--- src/rtl/sort_sequencer_pkg.sv ---
// sort_sequencer_pkg: shared vector geometry for the sort sequencer slice
`ifndef ARRAYWIDTH
`define ARRAYWIDTH 4
`endif
`ifndef OUTPUT_BUF_DATASIZE
`define OUTPUT_BUF_DATASIZE 8
`endif
package sort_sequencer_pkg;
  localparam int DEF_ARRAYWIDTH = `ARRAYWIDTH;
  localparam int DEF_DATASIZE = `OUTPUT_BUF_DATASIZE;
  localparam int DEF_CNTW = 16;
endpackage

--- src/rtl/sort_sequencer_if.sv ---
// sort_sequencer_if: request and result valid/ready channels of the sequencer
interface sort_sequencer_if
  import sort_sequencer_pkg::*;
#(
  parameter int ARRAYWIDTH = DEF_ARRAYWIDTH,
  parameter int DATASIZE = DEF_DATASIZE
);
  logic req_valid;
  logic req_ready;
  logic [ARRAYWIDTH*DATASIZE-1:0] req_data;
  logic res_valid;
  logic res_ready;
  logic [DATASIZE-1:0] res_max;
  modport master (output req_valid, req_data, res_ready, input req_ready, res_valid, res_max);
  modport slave (input req_valid, req_data, res_ready, output req_ready, res_valid, res_max);
endinterface

--- src/rtl/sort_phase_counter.sv ---
// sort_phase_counter: clearable up-counter with terminal-count compare against a run-time limit
module sort_phase_counter #(
  parameter int CW = 3
) (
  input  logic          clk,
  input  logic          rst,
  input  logic          clr,
  input  logic          inc,
  input  logic [CW-1:0] limit,
  output logic [CW-1:0] cnt,
  output logic          tc
);
  assign tc = cnt == limit;
  // clear wins over increment so a phase boundary restarts from zero
  always_ff @(posedge clk)
    if (rst || clr) cnt <= '0;
    else if (inc) cnt <= cnt + 1'b1;
endmodule

--- src/rtl/sort_sequencer.sv ---
// sort_sequencer: runs one sorter job at a time and hands back the captured maximum
module sort_sequencer
  import sort_sequencer_pkg::*;
#(
  parameter int ARRAYWIDTH = DEF_ARRAYWIDTH,
  parameter int DATASIZE = DEF_DATASIZE,
  parameter int SORT_CYCLES = ARRAYWIDTH + 1,
  parameter int SETTLE = 2,
  parameter int CNTW = DEF_CNTW
) (
  input  logic                           clk,
  input  logic                           rst,
  input  logic                           flush,
  sort_sequencer_if.slave                bus,
  output logic                           sort_en,
  output logic [ARRAYWIDTH*DATASIZE-1:0] sort_in,
  input  logic [DATASIZE-1:0]            sort_max,
  output logic                           busy,
  output logic [CNTW-1:0]                job_cnt
);
  localparam int CW = $clog2((SORT_CYCLES > SETTLE ? SORT_CYCLES : SETTLE) + 1);
  typedef enum logic [1:0] {ST_IDLE, ST_RUN, ST_SETTLE, ST_HOLD} state_t;
  state_t state;
  logic [CW-1:0] cnt;
  logic tc;
  logic accept;
  logic inc;
  if (SORT_CYCLES < 1 || SETTLE < 1) begin : g_bad_cfg
    $error("sort_sequencer: SORT_CYCLES and SETTLE must both be at least 1");
  end
  assign bus.req_ready = state == ST_IDLE && !flush;
  assign busy = state != ST_IDLE;
  assign accept = bus.req_ready && bus.req_valid;
  assign inc = state == ST_RUN || state == ST_SETTLE;
  sort_phase_counter #(.CW(CW)) u_cnt (
    .clk(clk),
    .rst(rst),
    .clr(flush || accept || (inc && tc)),
    .inc(inc),
    .limit(state == ST_RUN ? CW'(SORT_CYCLES - 1) : CW'(SETTLE - 1)),
    .cnt(cnt),
    .tc(tc)
  );
  // job FSM: load, hold sorter enable for the phase count, settle, present result
  always_ff @(posedge clk) begin
    if (rst) begin
      state <= ST_IDLE;
      sort_en <= 1'b0;
      sort_in <= '0;
      bus.res_valid <= 1'b0;
      bus.res_max <= '0;
      job_cnt <= '0;
    end else if (flush) begin
      state <= ST_IDLE;
      sort_en <= 1'b0;
      bus.res_valid <= 1'b0;
    end else begin
      case (state)
        ST_IDLE: if (bus.req_valid) begin
          sort_in <= bus.req_data;
          sort_en <= 1'b1;
          state <= ST_RUN;
        end
        ST_RUN: if (tc) begin
          sort_en <= 1'b0;
          state <= ST_SETTLE;
        end
        ST_SETTLE: if (tc) begin
          bus.res_max <= sort_max;
          bus.res_valid <= 1'b1;
          state <= ST_HOLD;
        end
        default: if (bus.res_ready) begin
          bus.res_valid <= 1'b0;
          job_cnt <= job_cnt + 1'b1;
          state <= ST_IDLE;
        end
      endcase
    end
  end
endmodule

--- src/flat_wrapper.sv ---
// flat-port wrapper written by rule: the top's interface ports become plain ports
module sort_sequencer_flat import sort_sequencer_pkg::*;
#(
  parameter int ARRAYWIDTH = DEF_ARRAYWIDTH,
  parameter int DATASIZE = DEF_DATASIZE,
  parameter int SORT_CYCLES = ARRAYWIDTH + 1,
  parameter int SETTLE = 2,
  parameter int CNTW = DEF_CNTW
)
  (clk, rst, flush, sort_en, sort_in, sort_max, busy, job_cnt, bus_req_valid, bus_req_data, bus_res_ready, bus_req_ready, bus_res_valid, bus_res_max);
  sort_sequencer_if #(.ARRAYWIDTH(ARRAYWIDTH), .DATASIZE(DATASIZE)) bus_i ();
  input  logic clk;
  input  logic rst;
  input  logic flush;
  output logic sort_en;
  output logic [ARRAYWIDTH*DATASIZE-1:0] sort_in;
  input  logic [DATASIZE-1:0] sort_max;
  output logic busy;
  output logic [CNTW-1:0] job_cnt;
  input wire logic [$bits(bus_i.req_valid)-1:0] bus_req_valid;
  input wire logic [$bits(bus_i.req_data)-1:0] bus_req_data;
  input wire logic [$bits(bus_i.res_ready)-1:0] bus_res_ready;
  output wire logic [$bits(bus_i.req_ready)-1:0] bus_req_ready;
  output wire logic [$bits(bus_i.res_valid)-1:0] bus_res_valid;
  output wire logic [$bits(bus_i.res_max)-1:0] bus_res_max;
  assign bus_i.req_valid = bus_req_valid;
  assign bus_i.req_data = bus_req_data;
  assign bus_i.res_ready = bus_res_ready;
  assign bus_req_ready = bus_i.req_ready;
  assign bus_res_valid = bus_i.res_valid;
  assign bus_res_max = bus_i.res_max;
  sort_sequencer #(.ARRAYWIDTH(ARRAYWIDTH), .DATASIZE(DATASIZE), .SORT_CYCLES(SORT_CYCLES), .SETTLE(SETTLE), .CNTW(CNTW)) u_core (.clk(clk), .rst(rst), .flush(flush), .bus(bus_i), .sort_en(sort_en), .sort_in(sort_in), .sort_max(sort_max), .busy(busy), .job_cnt(job_cnt));
endmodule
--- config.mk ---
export PLATFORM = sky130hd
export DESIGN_NAME = sort_sequencer_flat
export DESIGN_NICKNAME = d
export VERILOG_FILES = /design/src/rtl/sort_sequencer_pkg.sv /design/src/rtl/sort_sequencer_if.sv /design/src/rtl/sort_phase_counter.sv /design/src/rtl/sort_sequencer.sv /design/src/flat_wrapper.sv
export SDC_FILE = /design/constraint.sdc
export NUM_CORES = 1
export LEC_CHECK = 0
export CORE_ASPECT_RATIO = 1.4
export CORE_MARGIN = 2
export CORE_UTILIZATION = 45
export DETAILED_ROUTE_END_ITERATION = 16
export GPL_ROUTABILITY_DRIVEN = 1
export GPL_TIMING_DRIVEN = 0
export MAX_ROUTING_LAYER = met4
export PLACE_DENSITY = 0.83
export SYNTH_ARGS = -nofsm -noshare
export SYNTH_HDL_FRONTEND = slang
export SYNTH_SLANG_ARGS = --single-unit
--- constraint.sdc ---
create_clock -name clk -period 4.95 [get_ports clk]
set_clock_uncertainty 0.15 [all_clocks]
set_input_delay 0.7425 -clock clk [delete_from_list [all_inputs] [get_ports clk]]
set_output_delay 0.7425 -clock clk [all_outputs]
set_load 0.01 [all_outputs]
==> flow_summary.toml <==
[critical_path]
arrival_ps = 2120
cp-end-kind = "output port"
r2r_cells = 6
startpoint_type = "input port"
critPathKind = "input port to output port"
cp_max_fo = 9
required_ps = 4060
reg2reg_slack_ps = 2750

[global_routing]
grt_pass1_wl_mm = 10.5
met2_usage_pct = 38.1
grt_overflow_total = 0
gr-usage-met1_pct = 23.6
grt_pass1_vias = 2313
grt.busiest_layer = "met2"
grt_max_degree = 13
grt_usage_pct = 22.4
grt_antenna_before_repair = 0
grt.met3_usage_pct = 6.62

[cts]
cts_max_path_buffers = 2
cts_sinks = 63
holdBufCountCts = 0
post_cts_buffers = 0
cts_tree = "yes"
clk_pin_slew_ps = 60
clock_latency_ps = 340
cts_buffers = 9
cts_resized = 0
clockRootBuffer = "clkbuf_8"
htreeDepth = 3

[detailed_routing]
drtIter0Drc = 91
via_per_inst = 5.10
drt_first_pass_iters = 4
vias = 2478
wl_per_cell_um = 13.3
ant_nets = 0
drcViolationCount = 0
wirelength_mm = 6.46

[cells_and_area]
stdcell_count = 486
design_area_mm2 = 0.00386
drive_gt1_share_pct = 6.46
num-nets-final = 464
nFillCells = 446
antenna_cells = 0
area_growth_pct = 51.6

[synthesis]
ys_ff_latch = 63
syn-num-nets = 350
netlist_top_cells_area = "dfxtp_1 50%, nand2_1 11%, a21oi_1 8.1%"
ys.warnings.count = 0
ys_seq_area_share_pct = 49.5
ys_types = 36
netlist_top_cells_count = "72 x nand2_1, 63 x dfxtp_1, 41 x a21oi_1"
syn_area_mm2 = 0.00255
synth_top_area_share_pct = 49.5
yosys.area.top_type = "dfxtp_1"
postSynthCellCount = 299
synthMostInstantiatedCell = "nand2_1"
syn_avg_cell_area_um2 = 8.52
synth-main-ff-cell = "dfxtp_1"
synth-edff-count = 0
async_flop_share_pct = 0

[min_path]
hold_path_depth = 2
hp-class = "register to register"

[sta]
fin_ws_ps = 1930
worst_pin_slew_ps = 561
fmax_mhz = 332
fin_crit_ps = 3020
hold-worst-slack_ps = 304
hold_violations = 0
setup_viol = 0
slew_headroom_pct = 62.6
fin_crit_sh_pct = 60.9
tns_ps = 0
rsz0062_at_grt = "false"
slew_viol_final = 0

[status]
status = "complete, no violations"

[pwr]
leakagePower_nw = 1.43
p_per_area_mw_per_mm2 = 285
vdd_drop_max_mv = 0.232

[placed_design]
gp_congestion = 0.812
numPortBuffers = 103
dp_cells = 470
hpwl_mm = 4.85
place_area_mm2 = 0.00366
pre_cts_slack_ps = 1930

[floorplan]
io-pin-count = 105
die_h_um = 93
rows = 32
core-area_mm2 = 0.00549
start_util_pct = 46.4
die_area_mm2 = 0.00628
fp.dieW_um = 67.6

[job]
maxCapViolations = 0
placed cells by master, fill, tap and decap left out, drive strengths merged, types with 2 or more instances in the layout:
cell             n
or4              2
nor2b            3
xor2             7
nor2            23
nand3            6
inv              7
and2             2
and4             2
a211oi           2
nor3             4
clkbuf          20
clkdlybuf4s50  103
nand2           72
or3              7
a21oi           41
ha               6
buf              5
nand4            7
mux2i           10
clkinvlp         4
clkinv           2
dfxtp           63
o21ai            7
o31ai            2
per-layer routing:
metal / routed length (µm) / share of wire, %
met2: 3410 / 53
met1: 2490 / 39
met5: 0 / 0
met4: 87 / 1.3
met3: 472 / 7.3
critical path, stage by stage:
cell and delay, ps:
clkdlybuf4s50_1 570, nor2b_1 240, clkdlybuf4s50_1 570
state kept, by name, summed over array words and instances, names as in the netlist:
name                  cells
u_core.sort_en            1
u_core.job_cnt           16
u_core.state              2
u_core.bus.res_max        8
u_core.bus.res_valid      1
u_core.u_cnt.cnt          3
u_core.sort_in           32
report_power, final:
part / internal [mW] / switching [mW] / leakage, nW
logic: 0.0741 / 0.0587 / 0.832
clock network: 0.232 / 0.205 / 0.0875
registers: 0.521 / 0.00756 / 0.511
path summary, 6_finish.rpt:
check | from | to
max | flush | bus_req_ready
min | u_core.sort_in[20] | u_core.sort_in[20]
max reg2reg | u_core.state[1] | u_core.state[0]
min reg2reg | u_core.sort_in[20] | u_core.sort_in[20]
per-stage QoR:
stage,power (mW),util [%]
finish,1.10,70.4
detailed placement,0.674,66.8
floorplan,0.596,-
global route,1.15,70.4
CTS,1.11,70.4
global placement,0.671,66.8
cell families after synthesis:
kind of cell / Yosys count / synth area share (%)
flip-flops: 63 / 49.5
AO/OA/AOI/OAI: 54 / 11.9
adder cells (fa/ha/maj): 6 / 2.95
XOR/XNOR: 8 / 2.75
buffers and inverters: 23 / 3.69
multiplexers: 11 / 4.37
AND/OR/NAND/NOR: 134 / 24.8
area by class of cell:
type / count / area [µm²] / area share [%]
Inverter: 7 / 26.3 / 0.681
Clock inverter: 7 / 73.8 / 1.91
Sequential cell: 63 / 1260 / 32.7
Timing Repair Buffer: 103 / 1030 / 26.7
Multi-Input combinational cell: 213 / 1190 / 30.9
Clock buffer: 9 / 124 / 3.21
Buffer: 16 / 67.6 / 1.75
Tap cell: 68 / 85.1 / 2.20
No activity file was read; power rests on OpenSTA's default activity.
